==> config.mk <==
export PLATFORM = sky130hd
export DESIGN_NAME = sc_matrix_mult_accum
export DESIGN_NICKNAME = d
export VERILOG_FILES = /design/src/rtl/sc_matrix_mult_accum.sv
export SDC_FILE = /design/constraint.sdc
export NUM_CORES = 1
export LEC_CHECK = 0
export CORE_MARGIN = 2
export CORE_UTILIZATION = 54
export DETAILED_ROUTE_END_ITERATION = 16
export GPL_TIMING_DRIVEN = 0
export PLACE_DENSITY = 0.86
export REMOVE_ABC_BUFFERS = 1
export SLEW_MARGIN = 40
export SYNTH_ARGS = -nofsm -noshare
export SYNTH_HDL_FRONTEND = slang
export SYNTH_SLANG_ARGS = --single-unit
==> constraint.sdc <==
create_clock -name clk -period 4.5 [get_ports clk]
set_clock_uncertainty 0.1 [all_clocks]
set_input_delay 0.675 -clock clk [delete_from_list [all_inputs] [get_ports clk]]
set_output_delay 0.675 -clock clk [all_outputs]
set_load 0.03 [all_outputs]
==> src/rtl/sc_matrix_mult_accum.sv <==
// Batched stochastic matrix multiply: AND products, LFSR-selected mux add over the inner
// dimension, per-output ones counters, and a valid/ready result handoff.
module sc_matrix_mult_accum #(
   parameter int unsigned BATCH_SIZE      = 4,
   parameter int unsigned INPUT_FEATURES  = 4,
   parameter int unsigned OUTPUT_FEATURES = 4,
   parameter int unsigned STREAM_LENGTH   = 256,
   parameter logic [15:0] LFSR_SEED       = 16'hACE1,
   localparam int unsigned CNT_W          = $clog2(STREAM_LENGTH) + 1
) (
   input  logic                                             clk,
   input  logic                                             rst,
   input  logic                                             start,
   output logic                                             busy,
   output logic                                             stream_req,
   input  logic [BATCH_SIZE*INPUT_FEATURES-1:0]             inputStreams,
   input  logic [OUTPUT_FEATURES*INPUT_FEATURES-1:0]        weightStreams,
   output logic [BATCH_SIZE*OUTPUT_FEATURES-1:0]            outputStreams,
   output logic                                             stream_valid,
   output logic [BATCH_SIZE*OUTPUT_FEATURES*CNT_W-1:0]      outputCounts,
   output logic                                             result_valid,
   input  logic                                             result_ready
);

   localparam int unsigned N_CELL = BATCH_SIZE * OUTPUT_FEATURES;
   localparam int unsigned SEL_W  = $clog2(INPUT_FEATURES);
   localparam int unsigned RUN_W  = $clog2(STREAM_LENGTH);

   typedef enum logic [1:0] {S_IDLE, S_RUN, S_DRAIN, S_DONE} state_t;

   state_t                         state_q, state_d;
   logic [RUN_W-1:0]               run_cnt_q, run_cnt_d;
   logic [15:0]                    lfsr_q, lfsr_d;
   logic [N_CELL-1:0]              out_q, out_d;
   logic                           sv_q, sv_d;
   logic [N_CELL-1:0][CNT_W-1:0]   count_q, count_d;
   logic                           busy_q, busy_d;
   logic                           req_q, req_d;
   logic                           rv_q, rv_d;
   logic                           clear_c;
   logic [SEL_W-1:0]               sel_c;
   logic [N_CELL-1:0]              prod_c;

   assign sel_c = lfsr_q[SEL_W-1:0];

   // Per-output product: the same selected inner index feeds every (i,j) cell this cycle
   for (genvar gi = 0; gi < BATCH_SIZE; gi++) begin : g_row
      for (genvar gj = 0; gj < OUTPUT_FEATURES; gj++) begin : g_col
         logic [INPUT_FEATURES-1:0] a_row;
         logic [INPUT_FEATURES-1:0] b_row;
         assign a_row = inputStreams[gi*INPUT_FEATURES +: INPUT_FEATURES];
         assign b_row = weightStreams[gj*INPUT_FEATURES +: INPUT_FEATURES];
         assign prod_c[gi*OUTPUT_FEATURES+gj] = a_row[sel_c] & b_row[sel_c];
      end
   end

   for (genvar gk = 0; gk < N_CELL; gk++) begin : g_cnt
      assign count_d[gk] = clear_c ? '0 :
                           (sv_q ? count_q[gk] + CNT_W'(out_q[gk]) : count_q[gk]);
   end

   // Next-state and datapath control
   always_comb begin
      state_d   = state_q;
      run_cnt_d = run_cnt_q;
      lfsr_d    = lfsr_q;
      out_d     = out_q;
      sv_d      = sv_q;
      clear_c   = 1'b0;

      case (state_q)
         S_IDLE: begin
            if (start) begin
               state_d = S_RUN;
               clear_c = 1'b1;
            end
         end
         S_RUN: begin
            out_d     = prod_c;
            sv_d      = 1'b1;
            lfsr_d    = {lfsr_q[14:0], lfsr_q[15] ^ lfsr_q[13] ^ lfsr_q[12] ^ lfsr_q[10]};
            run_cnt_d = run_cnt_q + RUN_W'(1);
            if (run_cnt_q == RUN_W'(STREAM_LENGTH - 1)) state_d = S_DRAIN;
         end
         S_DRAIN: begin
            sv_d    = 1'b0;
            state_d = S_DONE;
         end
         S_DONE: begin
            if (result_ready) begin
               if (start) begin
                  state_d = S_RUN;
                  clear_c = 1'b1;
               end else begin
                  state_d = S_IDLE;
               end
            end
         end
         default: state_d = S_IDLE;
      endcase

      if (clear_c) begin
         run_cnt_d = '0;
         lfsr_d    = LFSR_SEED;
      end

      busy_d = (state_d != S_IDLE);
      req_d  = (state_d == S_RUN);
      rv_d   = (state_d == S_DONE);
   end

   always_ff @(posedge clk) begin
      if (rst) begin
         state_q   <= S_IDLE;
         run_cnt_q <= '0;
         lfsr_q    <= LFSR_SEED;
         out_q     <= '0;
         sv_q      <= 1'b0;
         count_q   <= '0;
         busy_q    <= 1'b0;
         req_q     <= 1'b0;
         rv_q      <= 1'b0;
      end else begin
         state_q   <= state_d;
         run_cnt_q <= run_cnt_d;
         lfsr_q    <= lfsr_d;
         out_q     <= out_d;
         sv_q      <= sv_d;
         count_q   <= count_d;
         busy_q    <= busy_d;
         req_q     <= req_d;
         rv_q      <= rv_d;
      end
   end

   assign busy          = busy_q;
   assign stream_req    = req_q;
   assign result_valid  = rv_q;
   assign outputStreams = out_q;
   assign stream_valid  = sv_q;
   assign outputCounts  = count_q;

endmodule

==> impl_metrics.xml, run 1 <==
<?xml version="1.0" encoding="UTF-8"?>
<metrics>
  <group name="floorplan">
    <metric name="die_height" unit="um">127</metric>
    <metric name="number_of_rows_in_the_core_area" unit="">45</metric>
    <metric name="ios" unit="">200</metric>
    <metric name="design.core.area" unit="sq um">15000</metric>
    <metric name="die_area" unit="sq um">16200</metric>
    <metric name="die-width" unit="um">127</metric>
    <metric name="initial_standard_cell_utilization_of_the_core" unit="">0.547</metric>
  </group>
  <group name="finish">
    <metric name="fillerInstances" unit="">1084</metric>
    <metric name="most_common_library_cell_in_the_layout_ignoring_fill_and_taps" unit="">sky130_fd_sc_hd__nor2_1</metric>
    <metric name="mostFrequentLayoutCells" unit="">sky130_fd_sc_hd__nor2_1, sky130_fd_sc_hd__clkdlybuf4s50_1, sky130_fd_sc_hd__dfxtp_1, sky130_fd_sc_hd__nand2_1, sky130_fd_sc_hd__xor2_1</metric>
    <metric name="num-nets-final" unit="">1118</metric>
    <metric name="drive_gt1_frac" unit="">0.0473</metric>
    <metric name="design_area" unit="sq um">10900</metric>
    <metric name="antenna_cells_inserted" unit="">0</metric>
    <metric name="syn_to_final_growth" unit="%">32.8</metric>
  </group>
  <group name="global_routing">
    <metric name="grt_pass1_vias" unit="">5944</metric>
    <metric name="wire_length_of_the_first_global_routing_pass" unit="um">28400</metric>
    <metric name="all_layer_global_routing_usage" unit="">0.214</metric>
    <metric name="pin_count_of_the_biggest_net_entering_global_routing" unit="">50</metric>
    <metric name="grt.overflow.total" unit="">0</metric>
    <metric name="antenna_found_initial" unit="">0</metric>
  </group>
  <group name="timing">
    <metric name="maxSlewHeadroom" unit="">0.512</metric>
    <metric name="post-route-period-util" unit="">0.594</metric>
    <metric name="grt_setup_unrepaired" unit="">no</metric>
    <metric name="slew_violations" unit="">0</metric>
    <metric name="setup_viol" unit="">0</metric>
    <metric name="final.min_clock_period" unit="ns">2.67</metric>
    <metric name="worst_hold_slack" unit="ns">0.377</metric>
    <metric name="fmaxAchievable" unit="MHz">374</metric>
    <metric name="worst_pin_slew" unit="ns">0.731</metric>
    <metric name="hold_viol" unit="">0</metric>
  </group>
  <group name="clock_network">
    <metric name="clk-insertion-delay-late" unit="ns">0.42</metric>
    <metric name="cts_sinks" unit="">190</metric>
    <metric name="tritoncts.num_buffers" unit="">17</metric>
    <metric name="tritoncts" unit="">done</metric>
    <metric name="htree_num_levels" unit="">4</metric>
    <metric name="cts.root.buffer_cell" unit="">sky130_fd_sc_hd__clkbuf_16</metric>
    <metric name="cts.hold.buffers_added" unit="">0</metric>
    <metric name="worst_setup_hold_path_clk_slew" unit="ns">0.07</metric>
    <metric name="cts_setup_buffers" unit="">0</metric>
    <metric name="cts_repair_resize_count" unit="">0</metric>
    <metric name="max-clock-path-buffers" unit="">2</metric>
  </group>
  <group name="placement">
    <metric name="place.gp.congestion" unit="">0.797</metric>
    <metric name="cell_area_after_placement" unit="sq um">10300</metric>
    <metric name="hpwlAfterDp" unit="um">12200</metric>
    <metric name="port_buffers" unit="">199</metric>
  </group>
  <group name="job">
    <metric name="maxCapViolCount" unit="">0</metric>
  </group>
  <group name="worst_setup_path">
    <metric name="count_of_buffering_cells_on_the_critical_path_with_inverters_included" unit="">2</metric>
    <metric name="maximum_fanout_along_the_worst_path" unit="">40</metric>
    <metric name="timing.critical_path.to_type" unit="">primary output</metric>
    <metric name="worst_ep_required_time" unit="ns">3.72</metric>
    <metric name="critical_path.top_delay_family" unit="">buffers and inverters</metric>
    <metric name="critical_path.cell_chain" unit="">buf_12, clkdlybuf4s50_1</metric>
    <metric name="start_kind" unit="">flop</metric>
    <metric name="setup.worst_path.class" unit="">flop to primary output</metric>
    <metric name="max_stage_delay" unit="ns">0.71</metric>
    <metric name="critical-path-slowest-cell" unit="">sky130_fd_sc_hd__clkdlybuf4s50_1</metric>
    <metric name="worst_ep_arrival_time" unit="ns">1.90</metric>
  </group>
  <group name="power">
    <metric name="worst_ir_drop_vdd" unit="mV">0.271</metric>
    <metric name="leakage_power" unit="nW">3.90</metric>
    <metric name="design_power_total" unit="mW">3.59</metric>
    <metric name="pwr_density_cell" unit="nW/um^2">329</metric>
  </group>
  <group name="yosys">
    <metric name="synth.ff_latch_count" unit="">190</metric>
    <metric name="postSynth.topFlopCell" unit="">sky130_fd_sc_hd__dfxtp_1</metric>
    <metric name="count_of_flip_flops_with_a_built_in_enable_after_synthesis" unit="">0</metric>
    <metric name="netlist_area" unit="sq um">8220</metric>
    <metric name="synth.yosys.warnings" unit="">0</metric>
    <metric name="synth-async-reset-ratio" unit="">0</metric>
    <metric name="yosysSeqAreaShare" unit="">0.463</metric>
    <metric name="synth.distinct_cells" unit="">34</metric>
    <metric name="netlist_instances" unit="">857</metric>
    <metric name="main_area_contributors_after_synthesis" unit="">sky130_fd_sc_hd__dfxtp_1, sky130_fd_sc_hd__nor2_1, sky130_fd_sc_hd__xor2_1</metric>
    <metric name="synth.top_cell.area_share" unit="">0.463</metric>
    <metric name="avg_cell_area_syn" unit="sq um">9.59</metric>
    <metric name="netlist.top_cell.by_area" unit="">sky130_fd_sc_hd__dfxtp_1</metric>
  </group>
  <group name="drt">
    <metric name="vias" unit="">6504</metric>
    <metric name="routedWlPerCell" unit="um">14.1</metric>
    <metric name="first_iter_violations" unit="">349</metric>
    <metric name="detailedRoute.firstPassIterationCount" unit="">4</metric>
    <metric name="detail_route.vias_per_cell" unit="">5.23</metric>
    <metric name="final_antenna_net_count" unit="">0</metric>
    <metric name="drc" unit="">0</metric>
    <metric name="totalWireLength" unit="um">17500</metric>
  </group>
  <group name="min_path">
    <metric name="holdCritPathClass" unit="">flop to flop</metric>
  </group>
  <group name="run_status">
    <metric name="status" unit="">finished clean</metric>
  </group>
</metrics>
state kept, by name, indices dropped and copies added, names as in the netlist:
name,count
outputCounts,144
lfsr_q,16
outputStreams,16
run_cnt_q,8
state_q,2
busy,1
result_valid,1
stream_req,1
stream_valid,1
kinds of logic after synthesis:
logic type,synth area share
adder cells (fa/ha/maj),0.0579
AO/OA/AOI/OAI,0.0266
buffers and inverters,0.0330
AND/OR/NAND/NOR,0.208
multiplexers,0.0818
flip-flops,0.463
XOR/XNOR,0.130
synth_stat cells (12+ instances only):
cell type,instances
sky130_fd_sc_hd__buf_2,21
sky130_fd_sc_hd__nand2_1,71
sky130_fd_sc_hd__xnor2_1,58
sky130_fd_sc_hd__a22o_1,16
sky130_fd_sc_hd__nand4_1,61
sky130_fd_sc_hd__ha_1,38
sky130_fd_sc_hd__nor2_1,201
sky130_fd_sc_hd__xor2_1,64
sky130_fd_sc_hd__nor3_1,23
sky130_fd_sc_hd__buf_6,12
sky130_fd_sc_hd__mux2i_1,48
sky130_fd_sc_hd__dfxtp_1,190
metal layers:
metal	vias to the layer above	wire (um)	GRT usage
met1	3035	7910	0.266
met3	22	856	0.0469
met4	0	248	0.0705
met2	172	8480	0.370
met5	-	0	0
li1	3275	-	-
metrics by stage:
step	TNS (ns)	utilization	instances	setup WS (ns)
final	0	0.726	1244	1.83
after global placement	-233.56	0.678	1208	-1.48
after CTS	0	0.726	1244	1.81
after detailed placement	0	0.685	1213	1.75
after floorplan	0	-	821	0.491
after global routing	0	0.726	1244	1.76
worst min-delay path: cells and delay by family (launching register included):
kind             cells  cell delay, ns
muxes                1            0.07
DFF                  1            0.33
and+or+nand+nor      1            0.05
worst paths after layout:
check / depth (start not counted) / slack [ns] / startpoint / to
worst max-delay path: 2 / 1.83 / stream_valid / stream_valid
worst min-delay path: 2 / 0.38 / lfsr_q[11] / lfsr_q[11]
worst max register to register: 7 / 2.15 / state_q[0] / outputCounts[112]
worst min register to register: 2 / 0.38 / lfsr_q[11] / lfsr_q[11]
cell type report:
type,instances,area [sq um],share of cell area
clock buffer,18,439,0.0403
inverter,5,18.8,0.00172
clock inverter,13,168,0.0154
sequential,190,3810,0.349
tap,188,235,0.0216
timing repair buffer,204,2090,0.192
multi-input combinational,626,4150,0.380
power breakdown:
part	switching (mW)	internal [mW]	total, mW
sequential	0.0330	1.71	1.74
clock	0.636	0.889	1.52
combinational	0.177	0.143	0.320
total	0.845	2.74	3.59
(Power assumes the default switching activity.)
==> run 2, diff against run 1 <==
- CORE_UTILIZATION: 54 -> 50
- PLACE_DENSITY: 0.86 -> 0.81
- clock period: 4.5 -> 2.7 ns (I/O delays scaled with it)
==> impl_metrics.xml, run 2 (synthesis gave the netlist of run 1 again) <==
<?xml version="1.0" encoding="UTF-8"?>
<metrics>
  <group name="run_status">
    <metric name="status" unit="">finished clean</metric>
  </group>
  <group name="timing">
    <metric name="worst_pin_slew" unit="ns">0.751</metric>
    <metric name="hold_viol" unit="">0</metric>
    <metric name="slew_violations" unit="">0</metric>
    <metric name="setup_viol" unit="">0</metric>
    <metric name="final.min_clock_period" unit="ns">2.42</metric>
    <metric name="grt_setup_unrepaired" unit="">no</metric>
    <metric name="fmaxAchievable" unit="MHz">414</metric>
    <metric name="post-route-period-util" unit="">0.895</metric>
    <metric name="maxSlewHeadroom" unit="">0.499</metric>
  </group>
  <group name="global_routing">
    <metric name="wire_length_of_the_first_global_routing_pass" unit="um">29900</metric>
    <metric name="pin_count_of_the_biggest_net_entering_global_routing" unit="">50</metric>
    <metric name="grt_pass1_vias" unit="">6055</metric>
    <metric name="antenna_found_initial" unit="">0</metric>
    <metric name="grt.overflow.total" unit="">0</metric>
    <metric name="all_layer_global_routing_usage" unit="">0.209</metric>
  </group>
  <group name="placement">
    <metric name="place.gp.congestion" unit="">0.796</metric>
    <metric name="cell_area_after_placement" unit="sq um">10300</metric>
    <metric name="hpwlAfterDp" unit="um">13100</metric>
    <metric name="port_buffers" unit="">199</metric>
  </group>
  <group name="floorplan">
    <metric name="die_height" unit="um">132</metric>
    <metric name="number_of_rows_in_the_core_area" unit="">46</metric>
    <metric name="initial_standard_cell_utilization_of_the_core" unit="">0.514</metric>
    <metric name="die-width" unit="um">132</metric>
    <metric name="ios" unit="">200</metric>
    <metric name="die_area" unit="sq um">17500</metric>
    <metric name="design.core.area" unit="sq um">16000</metric>
  </group>
  <group name="finish">
    <metric name="drive_gt1_frac" unit="">0.0482</metric>
    <metric name="most_common_library_cell_in_the_layout_ignoring_fill_and_taps" unit="">sky130_fd_sc_hd__nor2_1</metric>
    <metric name="mostFrequentLayoutCells" unit="">sky130_fd_sc_hd__nor2_1, sky130_fd_sc_hd__clkdlybuf4s50_1, sky130_fd_sc_hd__dfxtp_1, sky130_fd_sc_hd__nand2_1, sky130_fd_sc_hd__xor2_1</metric>
    <metric name="design_area" unit="sq um">10900</metric>
    <metric name="largest_register_ff_count" unit="">144</metric>
    <metric name="syn_to_final_growth" unit="%">32.6</metric>
    <metric name="fillerInstances" unit="">1309</metric>
    <metric name="num-nets-final" unit="">1118</metric>
    <metric name="postLayoutCoreUtil" unit="">0.681</metric>
    <metric name="antenna_cells_inserted" unit="">0</metric>
  </group>
  <group name="worst_setup_path">
    <metric name="max_stage_delay" unit="ns">0.49</metric>
    <metric name="worst_ep_arrival_time" unit="ns">2.63</metric>
    <metric name="r2r.worst_path.cells" unit="">7</metric>
    <metric name="timing.critical_path.to_type" unit="">flop</metric>
    <metric name="ff2ff_setup_slack" unit="ns">0.28</metric>
    <metric name="maximum_fanout_along_the_worst_path" unit="">44</metric>
    <metric name="worst_ep_required_time" unit="ns">2.91</metric>
    <metric name="critical_path.startpoint" unit="">state_q[0]</metric>
    <metric name="critical_path.cell_chain" unit="">inv_1, ha_1, nor3_1, or2_4, buf_12, buf_12, nor2_1</metric>
    <metric name="worstSetupEndpoint" unit="">outputCounts[5]</metric>
    <metric name="reg2reg_to" unit="">outputCounts[5]</metric>
    <metric name="critPathMostFrequentCell" unit="">sky130_fd_sc_hd__buf_12</metric>
    <metric name="launch_instance_of_the_worst_register_to_register_path" unit="">state_q[0]</metric>
    <metric name="critical-path-slowest-cell" unit="">sky130_fd_sc_hd__or2_4</metric>
    <metric name="setup.worst_path.class" unit="">flop to flop</metric>
    <metric name="start_kind" unit="">flop</metric>
  </group>
  <group name="drt">
    <metric name="detail_route.vias_per_cell" unit="">5.15</metric>
    <metric name="detailedRoute.firstPassIterationCount" unit="">4</metric>
    <metric name="final_antenna_net_count" unit="">0</metric>
    <metric name="vias" unit="">6557</metric>
    <metric name="drc" unit="">0</metric>
    <metric name="first_iter_violations" unit="">353</metric>
    <metric name="routedWlPerCell" unit="um">14.5</metric>
    <metric name="totalWireLength" unit="um">18500</metric>
  </group>
  <group name="clock_network">
    <metric name="cts_sinks" unit="">190</metric>
    <metric name="max-clock-path-buffers" unit="">2</metric>
    <metric name="htree_num_levels" unit="">4</metric>
    <metric name="clk-insertion-delay-late" unit="ns">0.42</metric>
    <metric name="tritoncts" unit="">done</metric>
    <metric name="cts.root.buffer_cell" unit="">sky130_fd_sc_hd__clkbuf_16</metric>
    <metric name="worst_setup_hold_path_clk_slew" unit="ns">0.07</metric>
    <metric name="cts_repair_resize_count" unit="">0</metric>
    <metric name="cts.hold.buffers_added" unit="">0</metric>
    <metric name="cts_setup_buffers" unit="">0</metric>
    <metric name="tritoncts.num_buffers" unit="">17</metric>
  </group>
  <group name="power">
    <metric name="design_power_total" unit="mW">5.82</metric>
    <metric name="leakage_power" unit="nW">3.88</metric>
    <metric name="pwr_density_cell" unit="nW/um^2">534</metric>
    <metric name="worst_ir_drop_vdd" unit="mV">0.439</metric>
  </group>
  <group name="job">
    <metric name="maxCapViolCount" unit="">0</metric>
  </group>
  <group name="min_path">
    <metric name="holdCritPathClass" unit="">flop to flop</metric>
    <metric name="startpoint_of_the_tightest_hold_check_path" unit="">lfsr_q[7]</metric>
  </group>
</metrics>
run 2: cell types whose count changed in the layout (fill, tap and decap cells not counted), sizes merged:
cell	delta
bufinv	-3
clkinvlp	+1
clkinv	-6
inv	+8
clkbuf	+1
run 2: metal layers:
| metal | GRT usage | vias to the layer above | share of wire |
|---|---|---|---|
| met2 | 0.344 | 172 | 0.47 |
| met3 | 0.0446 | 19 | 0.048 |
| li1 | - | 3278 | - |
| met4 | 0.0729 | 0 | 0.013 |
| met5 | 0 | - | 0 |
| met1 | 0.272 | 3088 | 0.47 |
run 2: layout make-up:
type                            instances  area [sq um]  area share
Multi-Input combinational cell        626          4150       0.381
Sequential cell                       190          3810       0.350
Timing Repair Buffer                  204          2090       0.192
Clock buffer                           19           453      0.0416
Tap cell                              216           270      0.0248
Clock inverter                         13           103     0.00942
Inverter                                5          18.8     0.00172
run 2: critical path: cells and delay by family (launching register included):
kind,cells,cell delay (ns)
flip-flops,1,0.40
buffers and inverters,3,0.62
adder cells (fa/ha/maj),1,0.34
AND/OR/NAND/NOR,3,0.81
run 2: how the worst min path moves through the flow:
stage            endpoint  depth (start not counted)  slack [ns]
2_1_floorplan  lfsr_q[11]                          2        0.34
3_3_place_gp    lfsr_q[6]                          2        0.35
3_5_place_dp    lfsr_q[7]                          2        0.36
4_1_cts        lfsr_q[11]                          2        0.39
5_1_grt         lfsr_q[7]                          2        0.40
6_report        lfsr_q[7]                          2        0.38
run 2: power by group:
part	leakage, nW	switching (mW)	internal (mW)
sequential	1.53	0.0572	2.85
clock	0.268	1.13	1.25
combinational	2.07	0.302	0.239
total	3.87	1.49	4.34
run 2: metrics by stage:
| stage | setup WS [ns] | hold WS (ns) | setup TNS (ns) | cells |
|---|---|---|---|---|
| final | 0.282 | 0.385 | 0 | 1273 |
| after global routing | 0.179 | 0.395 | 0 | 1273 |
| after CTS | 0.296 | 0.386 | 0 | 1273 |
| after detailed placement | 0.212 | 0.365 | 0 | 1241 |
| after global placement | -3.07 | 0.353 | -489.87 | 1236 |
| after floorplan | -1.31 | 0.341 | -210.15 | 821 |
